--- src/rtl/ysyx_22050612_ifu_pkg.sv ---
// Shared definitions for the ysyx_22050612 fetch unit: data widths, the
// default boot address, the fetch FSM state type and small PC helpers.
package ysyx_22050612_ifu_pkg;

  localparam int XLEN = 64;
  localparam int ILEN = 32;

  // First fetch address after reset unless the top overrides it.
  localparam logic [XLEN-1:0] DEFAULT_RESET_PC = 64'h0000_0000_8000_0000;

  // Fetch FSM states.
  //   FETCH_IDLE : only entered from reset, leaves after one cycle
  //   FETCH_REQ  : presenting a read request (or a misaligned-PC fault)
  //   FETCH_WAIT : one read outstanding, waiting for the response pulse
  //   FETCH_HOLD : instruction presented to decode until accepted
  typedef enum logic [1:0] {
    FETCH_IDLE = 2'd0,
    FETCH_REQ  = 2'd1,
    FETCH_WAIT = 2'd2,
    FETCH_HOLD = 2'd3
  } fetch_state_e;

  // Instructions are 32-bit and must sit on a 4-byte boundary; only the two
  // low PC bits decide alignment.
  function automatic logic pc_misaligned(input logic [1:0] pc_lo);
    return (pc_lo != 2'b00);
  endfunction

  // Sequential successor of a PC; wraps naturally at 2^64.
  function automatic logic [XLEN-1:0] next_seq_pc(input logic [XLEN-1:0] pc);
    return pc + 64'd4;
  endfunction

endpackage

--- src/rtl/ysyx_22050612_ifu.sv ---
// Instruction fetch unit: holds the fetch PC, issues one instruction read at
// a time, presents the fetched word and its PC to decode, and squashes
// wrong-path fetches when execute redirects the PC.
module ysyx_22050612_ifu
  import ysyx_22050612_ifu_pkg::*;
#(
  parameter logic [63:0] RESET_PC = DEFAULT_RESET_PC
) (
  input  logic        clk,
  input  logic        rst,
  // redirect from execute (branch, jump, trap); wins over everything else
  input  logic        redirect_valid,
  input  logic [63:0] redirect_pc,
  // instruction memory request channel
  output logic        imem_req_valid,
  input  logic        imem_req_ready,
  output logic [63:0] imem_req_addr,
  // instruction memory response channel (single-cycle pulse)
  input  logic        imem_resp_valid,
  input  logic [31:0] imem_resp_data,
  input  logic        imem_resp_err,
  // decode channel
  output logic        out_valid,
  input  logic        out_ready,
  output logic [31:0] out_inst,
  output logic [63:0] out_pc,
  output logic        out_fault,
  output logic [63:0] fetch_count
);

  // Architectural state of the fetch unit.
  fetch_state_e      state_q, state_d;
  logic [XLEN-1:0]   pc_q, pc_d;
  logic              kill_q, kill_d;
  logic [XLEN-1:0]   out_pc_q, out_pc_d;
  logic [ILEN-1:0]   out_inst_q, out_inst_d;
  logic              out_fault_q, out_fault_d;
  logic [XLEN-1:0]   fetch_count_q, fetch_count_d;

  // Handshake events for the current cycle.
  logic pc_bad;
  logic req_fire;
  logic out_fire;

  // A misaligned PC never reaches memory; the request line only looks at
  // registered state and PC so memory never sees a path from its own inputs.
  assign pc_bad         = pc_misaligned(pc_q[1:0]);
  assign imem_req_valid = (state_q == FETCH_REQ) && !pc_bad;
  assign imem_req_addr  = pc_q;
  assign req_fire       = imem_req_valid && imem_req_ready;

  // Decode sees only registered values.
  assign out_valid   = (state_q == FETCH_HOLD);
  assign out_inst    = out_inst_q;
  assign out_pc      = out_pc_q;
  assign out_fault   = out_fault_q;
  assign fetch_count = fetch_count_q;

  // A redirect in the same cycle cancels the hand-off to decode.
  assign out_fire = out_valid && out_ready && !redirect_valid;

  // Next-state and datapath update for the fetch FSM.
  always_comb begin
    state_d       = state_q;
    pc_d          = pc_q;
    kill_d        = kill_q;
    out_pc_d      = out_pc_q;
    out_inst_d    = out_inst_q;
    out_fault_d   = out_fault_q;
    fetch_count_d = fetch_count_q;

    case (state_q)
      FETCH_IDLE: begin
        // Always move on to fetching; an early redirect just changes where.
        state_d = FETCH_REQ;
        if (redirect_valid) begin
          pc_d = redirect_pc;
        end else begin
          pc_d = pc_q;
        end
      end

      FETCH_REQ: begin
        if (redirect_valid) begin
          pc_d = redirect_pc;
          if (req_fire) begin
            // The old-path read is already on its way; remember to drop it.
            out_pc_d = pc_q;
            kill_d   = 1'b1;
            state_d  = FETCH_WAIT;
          end else begin
            state_d = FETCH_REQ;
          end
        end else if (pc_bad) begin
          // Report the misaligned fetch to decode without touching memory.
          out_pc_d    = pc_q;
          out_inst_d  = {ILEN{1'b0}};
          out_fault_d = 1'b1;
          state_d     = FETCH_HOLD;
        end else if (req_fire) begin
          out_pc_d = pc_q;
          state_d  = FETCH_WAIT;
        end else begin
          state_d = FETCH_REQ;
        end
      end

      FETCH_WAIT: begin
        if (redirect_valid) begin
          pc_d = redirect_pc;
          if (imem_resp_valid) begin
            // Wrong-path data arrives right now: drop it, nothing left in flight.
            kill_d  = 1'b0;
            state_d = FETCH_REQ;
          end else begin
            // Data still in flight: mark it for discard when it lands.
            kill_d  = 1'b1;
            state_d = FETCH_WAIT;
          end
        end else if (imem_resp_valid) begin
          if (kill_q) begin
            kill_d  = 1'b0;
            state_d = FETCH_REQ;
          end else begin
            out_inst_d  = imem_resp_err ? {ILEN{1'b0}} : imem_resp_data;
            out_fault_d = imem_resp_err;
            state_d     = FETCH_HOLD;
          end
        end else begin
          state_d = FETCH_WAIT;
        end
      end

      FETCH_HOLD: begin
        if (redirect_valid) begin
          // Held instruction is on the wrong path; it is neither delivered
          // nor counted.
          pc_d    = redirect_pc;
          state_d = FETCH_REQ;
        end else if (out_fire) begin
          pc_d          = next_seq_pc(out_pc_q);
          fetch_count_d = fetch_count_q + 64'd1;
          state_d       = FETCH_REQ;
        end else begin
          state_d = FETCH_HOLD;
        end
      end

      default: begin
        state_d = FETCH_IDLE;
      end
    endcase
  end

  // State and datapath registers with synchronous reset.
  always_ff @(posedge clk) begin
    if (rst) begin
      state_q       <= FETCH_IDLE;
      pc_q          <= RESET_PC;
      kill_q        <= 1'b0;
      out_pc_q      <= {XLEN{1'b0}};
      out_inst_q    <= {ILEN{1'b0}};
      out_fault_q   <= 1'b0;
      fetch_count_q <= {XLEN{1'b0}};
    end else begin
      state_q       <= state_d;
      pc_q          <= pc_d;
      kill_q        <= kill_d;
      out_pc_q      <= out_pc_d;
      out_inst_q    <= out_inst_d;
      out_fault_q   <= out_fault_d;
      fetch_count_q <= fetch_count_d;
    end
  end

endmodule

--- config.mk ---
export PLATFORM = sky130hd
export DESIGN_NAME = ysyx_22050612_ifu
export DESIGN_NICKNAME = d
export VERILOG_FILES = /design/src/rtl/ysyx_22050612_ifu_pkg.sv /design/src/rtl/ysyx_22050612_ifu.sv
export SDC_FILE = /design/constraint.sdc
export NUM_CORES = 1
export LEC_CHECK = 0
export BUFFER_PORTS_ARGS = -buffer_cell sky130_fd_sc_hd__buf_2
export CORE_ASPECT_RATIO = 1.1
export CORE_MARGIN = 10
export CORE_UTILIZATION = 40
export CTS_BUF_LIST = sky130_fd_sc_hd__clkbuf_4
export DETAILED_ROUTE_END_ITERATION = 8
export PLACE_DENSITY = 0.68
export SKIP_LAST_GASP = 1
export SYNTH_ARGS = -nofsm -noshare
export SYNTH_HDL_FRONTEND = slang
export SYNTH_SLANG_ARGS = --single-unit
--- constraint.sdc ---
create_clock -name clk -period 4.7 [get_ports clk]
set_clock_uncertainty 0.05 [all_clocks]
set_input_delay 1.41 -clock clk [delete_from_list [all_inputs] [get_ports clk]]
set_output_delay 1.41 -clock clk [all_outputs]
set_load 0.05 [all_outputs]
==> Yosys cells after proc, flatten, opt, wreduce, memory -nomap -nowiden <==
Cells that the tools add are included.
{ "word_totals": {"out_inout_bits": 227, "inputBits": 103, "wordCells": 73, "register_bits": 228} }
{ "classes": {"n_reduce_logical": 14, "n_mux": 36, "addsub": 2, "n_eq_ne": 13, "bitwise": 1} }
{ "ops": {"columns": ["op", "count"], "rows": [
  ["64-bit two-way mux", 6],
  ["32-bit two-way mux", 6],
  ["64-bit one-hot mux with 2 select lines", 1],
  ["64-bit by 1-bit adder with 64-bit output (second input constant)", 1],
  ["64-bit by 3-bit adder with 64-bit output (second input constant)", 1],
  ["32-bit one-hot mux with 2 select lines", 1],
  ["2-bit two-way mux", 9],
  ["2-bit inequality test (second input constant)", 7],
  ["1-bit two-way mux", 10],
  ["2-bit one-hot mux with 4 select lines", 1],
  ["6-bit AND reduction", 1],
  ["2-bit == test (second input constant)", 2],
  ["1-bit logical AND", 4],
  ["1-bit one-hot mux with 2 select lines", 2],
  ["4-bit AND reduction", 1],
  ["2-bit nonzero test", 2],
  ["3-bit by 2-bit inequality test with 1-bit output (second input constant)", 1],
  ["3-bit inequality test (second input constant)", 1],
  ["3-bit AND reduction", 1],
  ["3-bit OR reduction", 1],
  ["2-bit by 1-bit == test with 1-bit output (second input constant)", 1],
  ["1-bit logical NOT", 2],
  ["2-bit logical NOT", 1],
  ["2-bit by 1-bit inequality test with 1-bit output (second input constant)", 1],
  ["2 further kinds", 2]
]} }

==> Depth between registers and ports, before layout <==
{ "depth": {"word_depth": 8, "mapped_depth": 9, "depth_no_buf": 7} }

==> Least setup slack after synthesis <==
OpenSTA, ideal clock, no wires.
{ "synth_timing": {"path_type": "input -> register", "start": "input port redirect_valid", "end": "register fetch_count_q[58], in the netlist fetch_count[58]", "setup_time_ns": 0.128, "slack_ns": 1.237, "t_arrival_ns": 3.285, "n_path_buf": 2, "stages": 8, "required_time_ns": 4.522, "cell_sequence": "clkbuf_1 -> and4b_1 -> buf_2 -> nand3_1 -> or4b_1 -> nor4_1 -> xnor2_1 -> nor2_1"} }
{ "synth_via": {"elab_chain_cells": 3, "elab_cells_between_ends": 4, "classes_between": "bitwise (1); reduce/logical (3)"} }
{ "synth_lines": {"columns": ["element", "line", "text"], "rows": [
  ["start: declaration", "ysyx_22050612_ifu.sv:12", "input logic redirect_valid,"],
  ["1-bit logical NOT", "ysyx_22050612_ifu.sv:60", "assign out_fire = out_valid && out_ready && !redirect_valid;"],
  ["1-bit logical AND", "ysyx_22050612_ifu.sv:60", null],
  ["3-bit AND reduction (no source line) (*)", null, null],
  ["end signal: assignment", "ysyx_22050612_ifu.sv:164", "fetch_count_q <= {XLEN{1'b0}};"],
  ["end signal: assignment", "ysyx_22050612_ifu.sv:172", "fetch_count_q <= fetch_count_d;"],
  ["end: declaration", "ysyx_22050612_ifu.sv:38", "logic [XLEN-1:0] fetch_count_q, fetch_count_d;"]
]} }
Mark *: on every way between the ends. The rest lies on a longest branch, timed or not.
A chain may end at the register's enable or synchronous reset.

==> Worst setup path after layout <==
{ "layout_timing": {"start": "register state_q[1]", "end": "output port imem_req_valid"} }
{ "layout_via": {"elab_chain_cells": 2} }
{ "layout_lines": {"columns": ["element", "line", "text"], "rows": [
  ["start: declaration", "ysyx_22050612_ifu.sv:32", "fetch_state_e state_q, state_d;"],
  ["start signal: assignment", "ysyx_22050612_ifu.sv:166", "state_q <= state_d;"],
  ["2-bit by 1-bit == test with 1-bit output", "ysyx_22050612_ifu.sv:48", "assign imem_req_valid = (state_q == FETCH_REQ) && !pc_bad;"],
  ["1-bit logical AND", "ysyx_22050612_ifu.sv:48", null],
  ["end: declaration", "ysyx_22050612_ifu.sv:15", "output logic imem_req_valid,"]
]} }
Every way passes these cells.

==> flow_summary.ini <==
[status]
status = finished clean

[routing]
viasPerCell = 5.35
dr_total_vias = 10900
routed_wl_um = 38400
drc = 0
drt_iter0_drc = 774
first_pass_iters = 7
postRouteAntennaNets = 0
wire_per_inst_um = 18.8

[yosys]
yosysMostFrequentCell = dfxtp_1
syn-mean-instance-area_um2 = 8.07
async_reset_ff_frac = 0
synthTopCellsByArea = dfxtp_1 (43%), nand2_1 (7.5%), nor2_1 (6.0%)
synth_nets = 1412
synthSimpleGateAreaFrac = 0.279
ys_types = 62
synth_edf_count = 0
yosys-top-cells-count = dfxtp_1 (228), nand2_1 (210), nor2_1 (169)
syn_area_um2 = 10500
synth_top_cell_by_area = dfxtp_1
postSynthCellCount = 1307
synth-compound-area-share = 0.150
yosys.area_share.adder = 0.00237
synth_xor_area_frac = 0.0980
netlist.area_leader.share = 0.433
yosysWarnings = 0
ys.flop_type = dfxtp_1
synth_top_family_by_area = simple AND/OR/NAND/NOR gates
ys_ff_latch = 228
yosysSeqAreaShare = 0.433
synth_mux_area_frac = 0.000949

[pwr]
powerDensity_nw_per_um2 = 331
p_leak_nw = 5.41
irDropWorstVdd_mv = 0.132

[die]
ios = 330
placementRows = 62
coreArea_um2 = 26100
die-area_um2 = 33300
die_x_um = 175
initial_core_util = 0.404
die_y_um = 190

[worst_setup_path]
worstPathRequired_ps = 3240
critPathKind = reg2out
r2r-end = imem_req_addr[51]
cp.arrival_ps = 1870
crit_start = state_q[1]
r2r_cells = 7
startpoint_type = flip-flop
crit_end = imem_req_valid
cp_max_fo = 8
end_kind = output pin
regToRegSetupSlack_ps = 1770
reg2reg_from = out_pc[5]

[sta]
hold_violations = 0
slew_headroom = 0.272
finalMaxSlewViolations = 0
setup_viol = 0
rsz0062_at_grt = no
worstMarginPinSlew_ps = 1090
period_share = 0.708
fmax_ghz = 0.300
setup_tns_ps = 0
fin_crit_ps = 3330

[placement]
routabilityCongestion = 0.887
portBuffers = 329
dp_cells = 1925
hpwl_um = 27800

[run]
drv_cap = 0

[finish]
final_layout_size_suffix_gt1_frac = 0.289
fin_nets = 1741
instances_no_fill = 2038
area_growth_pct = 25.7

[global_routing]
grt_start_max_net_pins = 71
grt_usage = 0.219
overflow = 0
grt_pass1_vias = 10800
antenna_found_initial = 11
grt_pass1_wl_um = 59600

[clock_tree]
ctsHoldBuffers = 0
cts-root-buf = clkbuf_4
cts_buffers = 61
h-tree-depth = 2
tritoncts = done
clockBufferDepth = 3
worstSkewPairLatency_ps = 680
post_cts_resize_count = 0
post_cts_buffers = 0
clock-sinks = 228
clk_pin_slew_ps = 70

[hold_path]
holdCritPathClass = reg2reg
## flip-flops by register name (all words and copies together), names as in the netlist
| name | cells |
|---|---|
| kill_q | 1 |
| out_fault | 1 |
| out_pc | 64 |
| imem_req_addr | 64 |
| out_inst | 32 |
| fetch_count | 64 |
| state_q | 2 |
## how the worst min path moves through the flow
| stage | slack (ps) | startpoint | cells past startpoint | end |
|---|---|---|---|---|
| after global placement | 400 | imem_req_addr[24] | 2 | out_pc[24] |
| after global routing | 440 | imem_req_addr[13] | 2 | out_pc[13] |
| after floorplan | 430 | kill_q | 2 | kill_q |
| after detailed placement | 400 | imem_req_addr[13] | 2 | out_pc[13] |
| after CTS | 410 | imem_req_addr[10] | 2 | out_pc[10] |
| final | 410 | imem_req_addr[32] | 2 | out_pc[32] |
## kinds of logic (layout without fill, tap and decap cells)
logic type	count (synthesis)	count (layout)
adder cells (fa/ha/maj)	2	2
multiplexers	1	1
other	0	8
flip-flops	228	228
XOR/XNOR	118	118
AO/OA/AOI/OAI	245	245
buffers and inverters	99	470
AND/OR/NAND/NOR	614	614
## metal layers
layer,vias to the layer above,wire length (um),track usage
li1,5272,-,-
met1,5138,15400,0.254
met2,410,18200,0.361
met3,76,3670,0.0798
met4,6,1100,0.0835
met5,-,26,0
## worst max-delay path: stages, from the launching register on
cell      delay, ps
dfxtp_1         370
nand2b_1        220
nor3_1          260
buf_2           340
## layout by cell type (no fill, tap or decap), drive strengths merged, types with 4 or more instances in the layout
cell	count
o21ai	32
a21oi	111
o22ai	7
nor2	171
nand4	40
and2	7
a2111oi	19
nand2	210
clkinv	10
a211oi	13
a21o	4
xnor2	71
xor2	47
and3	17
or2	4
diode	8
a311oi	4
nor4b	4
and4	12
o221ai	5
a22oi	35
nor3	52
or3	8
nor4	24
dfxtp	228
nand3	52
a31o	4
inv	18
buf	349
clkbuf	93
## power breakdown
group	switching (W)	internal [W]	total [W]	leakage, nW
combinational	0.000450	0.000154	0.000604	3.10
clock	0.000823	0.000890	0.00171	0.452
sequential	0.0000728	0.00200	0.00207	1.85
total	0.00135	0.00304	0.00438	5.41
## final cells by class
class | instances | area, um^2
multi-input combinational | 980 | 5610
antenna | 8 | 20.0
inverter | 16 | 60.1
tap | 352 | 440
sequential | 228 | 4560
clock inverter | 12 | 45.0
fill | 2605 | 12800
clock buffer | 93 | 698
timing repair buffer | 349 | 1820
## metrics by stage
step	worst slack [ps]	util	hold slack, ps	power (W)	area [um^2]
floorplan	1240	-	426	0.00251	10500
global placement	947	0.479	402	0.00271	12500
detailed placement	941	0.479	404	0.00272	12500
CTS	1300	0.508	406	0.00444	13200
global route	1200	0.508	442	0.00459	13200
finish	1370	0.508	413	0.00438	13300
(Power assumes the default switching activity.)
